## config.mk

```make
export PLATFORM = sky130hd
export DESIGN_NAME = adc_frame_tx
export DESIGN_NICKNAME = d
export VERILOG_FILES = /design/src/rtl/adc_frame_tx.sv
export SDC_FILE = /design/constraint.sdc
export NUM_CORES = 1
export LEC_CHECK = 0
export BUFFER_PORTS_ARGS = -buffer_cell sky130_fd_sc_hd__clkbuf_2
export CORE_MARGIN = 8
export CORE_UTILIZATION = 50
export CTS_CLUSTER_DIAMETER = 80
export DETAILED_ROUTE_END_ITERATION = 12
export PLACE_DENSITY = 0.66
export SYNTH_ARGS = -nofsm -noshare
export SYNTH_HDL_FRONTEND = slang
export SYNTH_SLANG_ARGS = --single-unit
```

## constraint.sdc

```tcl
create_clock -name clk -period 3.9 [get_ports clk]
set_input_delay 0.39 -clock clk [delete_from_list [all_inputs] [get_ports clk]]
set_output_delay 0.39 -clock clk [all_outputs]
set_load 0.01 [all_outputs]
```

## src/rtl/adc_frame_tx.sv

```systemverilog
// ADC emulator: buffers packed sample pairs and emits 7:1 serializer words,
// preceded by a training run so the capture side can find frame lock.
module adc_frame_tx #(
  parameter int          FIFO_DEPTH    = 16,
  parameter int          TRAIN_FRAMES  = 64,
  parameter logic [13:0] TRAIN_PATTERN = 14'h3A5C
) (
  input  logic        clk,
  input  logic        reset_n,
  input  logic        enable,
  input  logic [31:0] data_in,
  input  logic        data_valid,
  output logic        data_ready,
  output logic [34:0] serial_word,
  output logic [1:0]  state,
  output logic [15:0] underflow_count
);

  localparam int AW = $clog2(FIFO_DEPTH);
  localparam int CW = AW + 1;
  localparam logic [CW-1:0] DEPTH_C  = CW'(FIFO_DEPTH);
  localparam logic [13:0]   MIDSCALE = 14'h2000;
  localparam logic [7:0]    TRAIN_C  = 8'(TRAIN_FRAMES);

  typedef enum logic [1:0] {
    S_IDLE  = 2'd0,
    S_TRAIN = 2'd1,
    S_RUN   = 2'd2
  } st_e;

  // MSB-first per lane; lane 4 carries the frame flag
  function automatic logic [34:0] pack_word(
    input logic [13:0] a,
    input logic [13:0] b,
    input logic        f
  );
    logic [34:0] w;
    w = '0;
    for (int k = 0; k < 7; k++) begin
      w[5*k]   = a[13-k];
      w[5*k+1] = a[6-k];
      w[5*k+2] = b[13-k];
      w[5*k+3] = b[6-k];
      w[5*k+4] = f;
    end
    return w;
  endfunction

  logic [27:0]   mem_q [FIFO_DEPTH];
  logic [AW-1:0] wr_ptr_q, rd_ptr_q;
  logic [CW-1:0] cnt_q, cnt_d;
  logic          rdy_q;
  logic          push, pop, empty;
  logic [27:0]   head;

  st_e           state_q, state_d;
  logic [7:0]    frames_q, frames_d;
  logic          phase_q, phase_d;
  logic [34:0]   word_q, word_d;
  logic [15:0]   uf_q, uf_d;
  logic          uf_inc;

  logic          unused_bits;
  assign unused_bits = ^{data_in[31:30], data_in[15:14]};

  assign push  = data_valid && rdy_q;
  assign empty = (cnt_q == '0);
  assign head  = mem_q[rd_ptr_q];

  always_comb begin
    cnt_d = cnt_q;
    unique case ({push, pop})
      2'b10:   cnt_d = cnt_q + CW'(1);
      2'b01:   cnt_d = cnt_q - CW'(1);
      default: cnt_d = cnt_q;
    endcase
  end

  always_ff @(posedge clk) begin
    if (push) begin
      mem_q[wr_ptr_q] <= {data_in[29:16], data_in[13:0]};
    end
  end

  always_ff @(posedge clk) begin
    if (!reset_n) begin
      wr_ptr_q <= '0;
      rd_ptr_q <= '0;
      cnt_q    <= '0;
      rdy_q    <= 1'b0;
    end else begin
      if (push) wr_ptr_q <= wr_ptr_q + AW'(1);
      if (pop)  rd_ptr_q <= rd_ptr_q + AW'(1);
      cnt_q <= cnt_d;
      rdy_q <= (cnt_d != DEPTH_C);
    end
  end

  always_ff @(posedge clk) begin
    if (!reset_n) begin
      state_q <= S_IDLE;
    end else begin
      state_q <= state_d;
    end
  end

  always_comb begin
    state_d = state_q;
    if (!enable) begin
      state_d = S_IDLE;
    end else begin
      unique case (state_q)
        S_IDLE:  state_d = S_TRAIN;
        S_TRAIN: if (frames_q == 8'd1) state_d = S_RUN;
        S_RUN:   state_d = S_RUN;
        default: state_d = S_IDLE;
      endcase
    end
  end

  always_comb begin
    word_d   = '0;
    phase_d  = phase_q;
    frames_d = frames_q;
    pop      = 1'b0;
    uf_inc   = 1'b0;
    if (!enable) begin
      phase_d = 1'b1;
    end else begin
      unique case (state_q)
        S_IDLE: begin
          phase_d  = 1'b1;
          frames_d = TRAIN_C;
        end
        S_TRAIN: begin
          word_d   = pack_word(TRAIN_PATTERN, TRAIN_PATTERN, phase_q);
          phase_d  = ~phase_q;
          frames_d = frames_q - 8'd1;
        end
        S_RUN: begin
          phase_d = ~phase_q;
          if (!empty) begin
            pop    = 1'b1;
            word_d = pack_word(head[13:0], head[27:14], phase_q);
          end else begin
            uf_inc = 1'b1;
            word_d = pack_word(MIDSCALE, MIDSCALE, phase_q);
          end
        end
        default: phase_d = 1'b1;
      endcase
    end
  end

  assign uf_d = (uf_inc && uf_q != 16'hFFFF) ? uf_q + 16'd1 : uf_q;

  always_ff @(posedge clk) begin
    if (!reset_n) begin
      word_q   <= '0;
      phase_q  <= 1'b1;
      frames_q <= '0;
      uf_q     <= '0;
    end else begin
      word_q   <= word_d;
      phase_q  <= phase_d;
      frames_q <= frames_d;
      uf_q     <= uf_d;
    end
  end

  assign data_ready      = rdy_q;
  assign serial_word     = word_q;
  assign state           = state_q;
  assign underflow_count = uf_q;

endmodule

```

==> metrics.md <==
| Metric | Value |
|---|---|
| Final Hold Vio Count | `0` |
| Number of setup buffers added after CTS | `0` |
| Synth top area cells | `edfxtp_1, mux4_2, dfxtp_1, nor2_1, a22o_1` |
| Crit-path cells | `inv_1 -> ha_1 -> nand2_1 -> a21oi_1 -> ha_1 -> xor2_1 -> ha_1 -> o31ai_1 -> and3_1 -> a31oi_1 -> xnor2_1 -> a41oi_1` |
| Max Clk Rate | `approximately 0.35 GHz` |
| Register area | `about 15,000 um^2` |
| Top-count cell post-synth | `edfxtp_1` |
| First-pass GRT wire length | `63,890 um` |
| EDFF count, synth | `around 450` |
| Highest cell delay on the worst timing path | `roughly 0.44 ns` |
| Vias | `roughly 9,900` |
| Largest area contributor in the netlist | `edfxtp_1` |
| Die Y | `approximately 220 um` |
| Synth async-reset ratio | `0%` |
| Final setup fails | `0` |
| Skew-Pair Late Insertion Delay | `between 0.5 and 0.6 ns` |
| Yosys reg bits | `around 520` |
| Relative slew slack | `a little over a third` |
| Antenna diodes | `0` |
| Synth Instances | `a little over 1,000` |
| Final #Nets | `1,187` |
| Synth Warn # | `0` |
| Post-Syn Area | `19,920 um^2` |
| Drt drc | `0` |
| Seq pwr share | `between 50% and 60%` |
| RSZ-0062 raised after global routing | `false` |
| Critical path launch point type | `flop` |
| Gr usage total | `between 15 and 20%` |
| Critical path required time | `4.33 ns` |
| Gr ovfl total | `0` |
| CP most frequent cell | `ha_1` |
| Die W | `~220 um` |
| Largest delay share family, worst path | `adder cells` |
| Post-DP HPWL | `roughly 23,000 um` |
| Sw Share | `between 10% and 20%` |
| Sequential-to-total area share from yosys stat | `74.98%` |
| Worst-margin pin slew | `slightly below 1 ns` |
| Fin crit share | `between 70% and 80%` |
| TritonCTS Sinks | `522` |
| Largest net degree at the start of global routing | `63` |
| Hold Buf Count CTS | `0` |
| Core ar. | `just under 40,000 um^2` |
| Worst Skew | `between 0.01 and 0.015 ns` |
| Root Driver | `clkbuf_16` |
| Post-synth top cells | `edfxtp_1, mux4_2, dfxtp_1` |
| Power density over cell area | `around 480 nW/um^2` |
| Critical Path AT | `about 3.3 ns` |
| Comb power frac | `around 2.3%` |
| Internal | `8.817 mW` |
| Top FF cell, synth | `edfxtp_1` |
| CP Capture Type | `flop` |
| Setup WS pre-CTS | `roughly 1 ns` |
| Area grow syn2layout | `14.13%` |
| Area occupied by multi-input gates | `4781 um^2` |
| CTS H-tree depth | `2` |
| Worst min path class | `primary input to flop` |
| Clk buf depth | `3` |
| Fill cell count | `approximately 2,900` |
| Die ar. | `about 46,000 um^2` |
| DRT Wirelength | `between 40,000 and 50,000 um` |
| Share of the synthesized area in the top cell type | `67.54%` |
| CTS tree | `built` |
| PortBufs | `between 80 and 90` |
| Worst Path Buf+Inv | `1` |
| Crit-path slowest cell | `a21oi_1` |
| Initial antenna violation count | `1` |
| LEAKAGE | `about 7.3 nW` |
| Slew Limit Fails | `0` |
| Site Rows | `73` |
| Fin crit period | `between 2 and 3 ns` |
| Resized Gates After CTS | `0` |
| Tot Pwr | `around 11 mW` |
| Layout cells sized above 1 | `between 20 and 30%` |
| Drt wl/cell | `24.78 um` |
| CTS buffer count | `52` |
| Antenna Violating Nets Remaining | `0` |
| Clock Pin Slew Worst Setup and Hold Paths | `roughly 0.060 ns` |
| Avg Cell Area, Syn | `approximately 20 um^2` |
| Worst hold path cell count | `3` |
| 1st-iter DRT viols | `953` |
| R2r worst-path depth | `12` |
| Routability cong. | `0.7840` |
| Vias/cell | `a little under 6` |
| Setup CP Type | `flop to flop` |
| Starting Density | `around half` |
| Post-synth cell types | `51` |
| Final worst slack | `1.023 ns` |
| Outcome | `finished clean` |
| Worst-path fanout max | `8` |
| Peak VDD IR | `roughly 360 uV` |
| Crit. path cell count | `12` |
| P_sw | `~2.2 mW` |
| I/O pin total | `90` |
| Clock share of power | `42.1%` |
| Syn Nets | `approximately 1,100` |
| Setup_tns | `0 ns` |
| Pre-Repair DR Iteration Count | `5` |
| Vias in the first global route | `about 10,000` |
| Max cap viols | `0` |
cells in the final DEF (no fill, tap or decap), types with 3 or more instances in the layout:
cell and count:
mux2i_1 12, dfxtp_1 71, inv_1 14, edfxtp_1 448, nand4_1 10, clkbuf_2 85
a31oi_1 6, nand3_1 8, nand2_1 30, ha_1 14, a21oi_1 12, clkinv_2 8
mux4_2 120, and3_1 5, nor2_1 58, xor2_1 16, nor2b_1 17, nand2b_1 4
nor3_2 4, o21ai_0 24, clkinv_1 5, xnor2_1 9, buf_12 4, a22o_1 29
and2_1 4, nor4_1 3, clkbuf_16 53, nor2_4 12, buf_4 28, nor3_1 3
clkbuf_1 24, clkbuf_8 6
stage by stage:
stage / utilization [%] / hold WS, ns / cells / area, um^2
2_1_floorplan: - / 0.3579 / 1021 / 19920
3_5_place_dp: 53.48 / 0.3704 / 1608 / 21150
6_report: 57.48 / 0.1461 / 1706 / 22730
4_1_cts: 57.48 / 0.1154 / 1706 / 22730
5_1_grt: 57.48 / 0.1506 / 1706 / 22730
3_3_place_gp: 53.48 / 0.3686 / 1608 / 21150
worst reg2reg max path: cells and delay by family (launching register included):
family	cells	cell delay (ns)
fa+ha+maj	3	0.83
compound gates	4	0.81
flops	1	0.34
xor+xnor	2	0.34
simple gates	2	0.33
buf+inv	1	0.09
state kept, by name, summed over array words and instances (netlist names), named ones only:
| signal | cells |
|---|---|
| frames_q | 8 |
| mem_q | 448 |
| cnt_q | 5 |
| serial_word | 29 |
| rd_ptr_q | 4 |
| phase_q | 1 |
| state | 2 |
| wr_ptr_q | 4 |
| underflow_count | 16 |
| data_ready | 1 |
routing by layer:
metal	part of all wire [%]	vias to the layer above	wire length, um	track usage [%]
met3	8.4	64	3558	4.867
met4	2.0	2	864	4.948
met1	42	5109	17770	25.21
li1	-	4334	-	-
met2	47	356	20070	28.62
met5	0.021	-	9	0
worst paths after layout:
kind                  from  slack (ns)          to
hold reg to reg    phase_q        0.38     phase_q
hold / removal      enable        0.15    state[1]
setup reg to reg  state[0]        1.02  data_ready
setup / recovery  state[0]        1.02  data_ready
power groups by stage:
| stage | clock [mW] | combinational, mW | sequential (mW) |
|---|---|---|---|
| after floorplan | 0 | 0.135 | 6.24 |
| after global placement | 0 | 0.242 | 6.23 |
| after detailed placement | 0 | 0.251 | 6.24 |
| after CTS | 4.71 | 0.252 | 6.12 |
| after global routing | 4.91 | 0.277 | 6.12 |
| final | 4.62 | 0.248 | 6.12 |
cell families after synthesis:
logic type | count (synthesis) | synth area share [%]
muxes | 132 | 14.17
xor gates and xnor gates | 25 | 1.099
AOI/OAI and AO/OA | 84 | 2.915
buffers and inverters | 70 | 1.583
adders and majority gates | 14 | 0.8795
and+or+nand+nor | 174 | 4.372
DFF | 522 | 74.98
final cells by class:
type / count / share of cell area (%)
Clock buffer: 83 / 6.594
Timing Repair Buffer: 117 / 3.148
Sequential cell: 522 / 65.74
Tap cell: 525 / 2.890
Multi-Input combinational cell: 429 / 21.03
Clock inverter: 15 / 0.3523
Inverter: 15 / 0.2477
(Power assumes the default switching activity.)
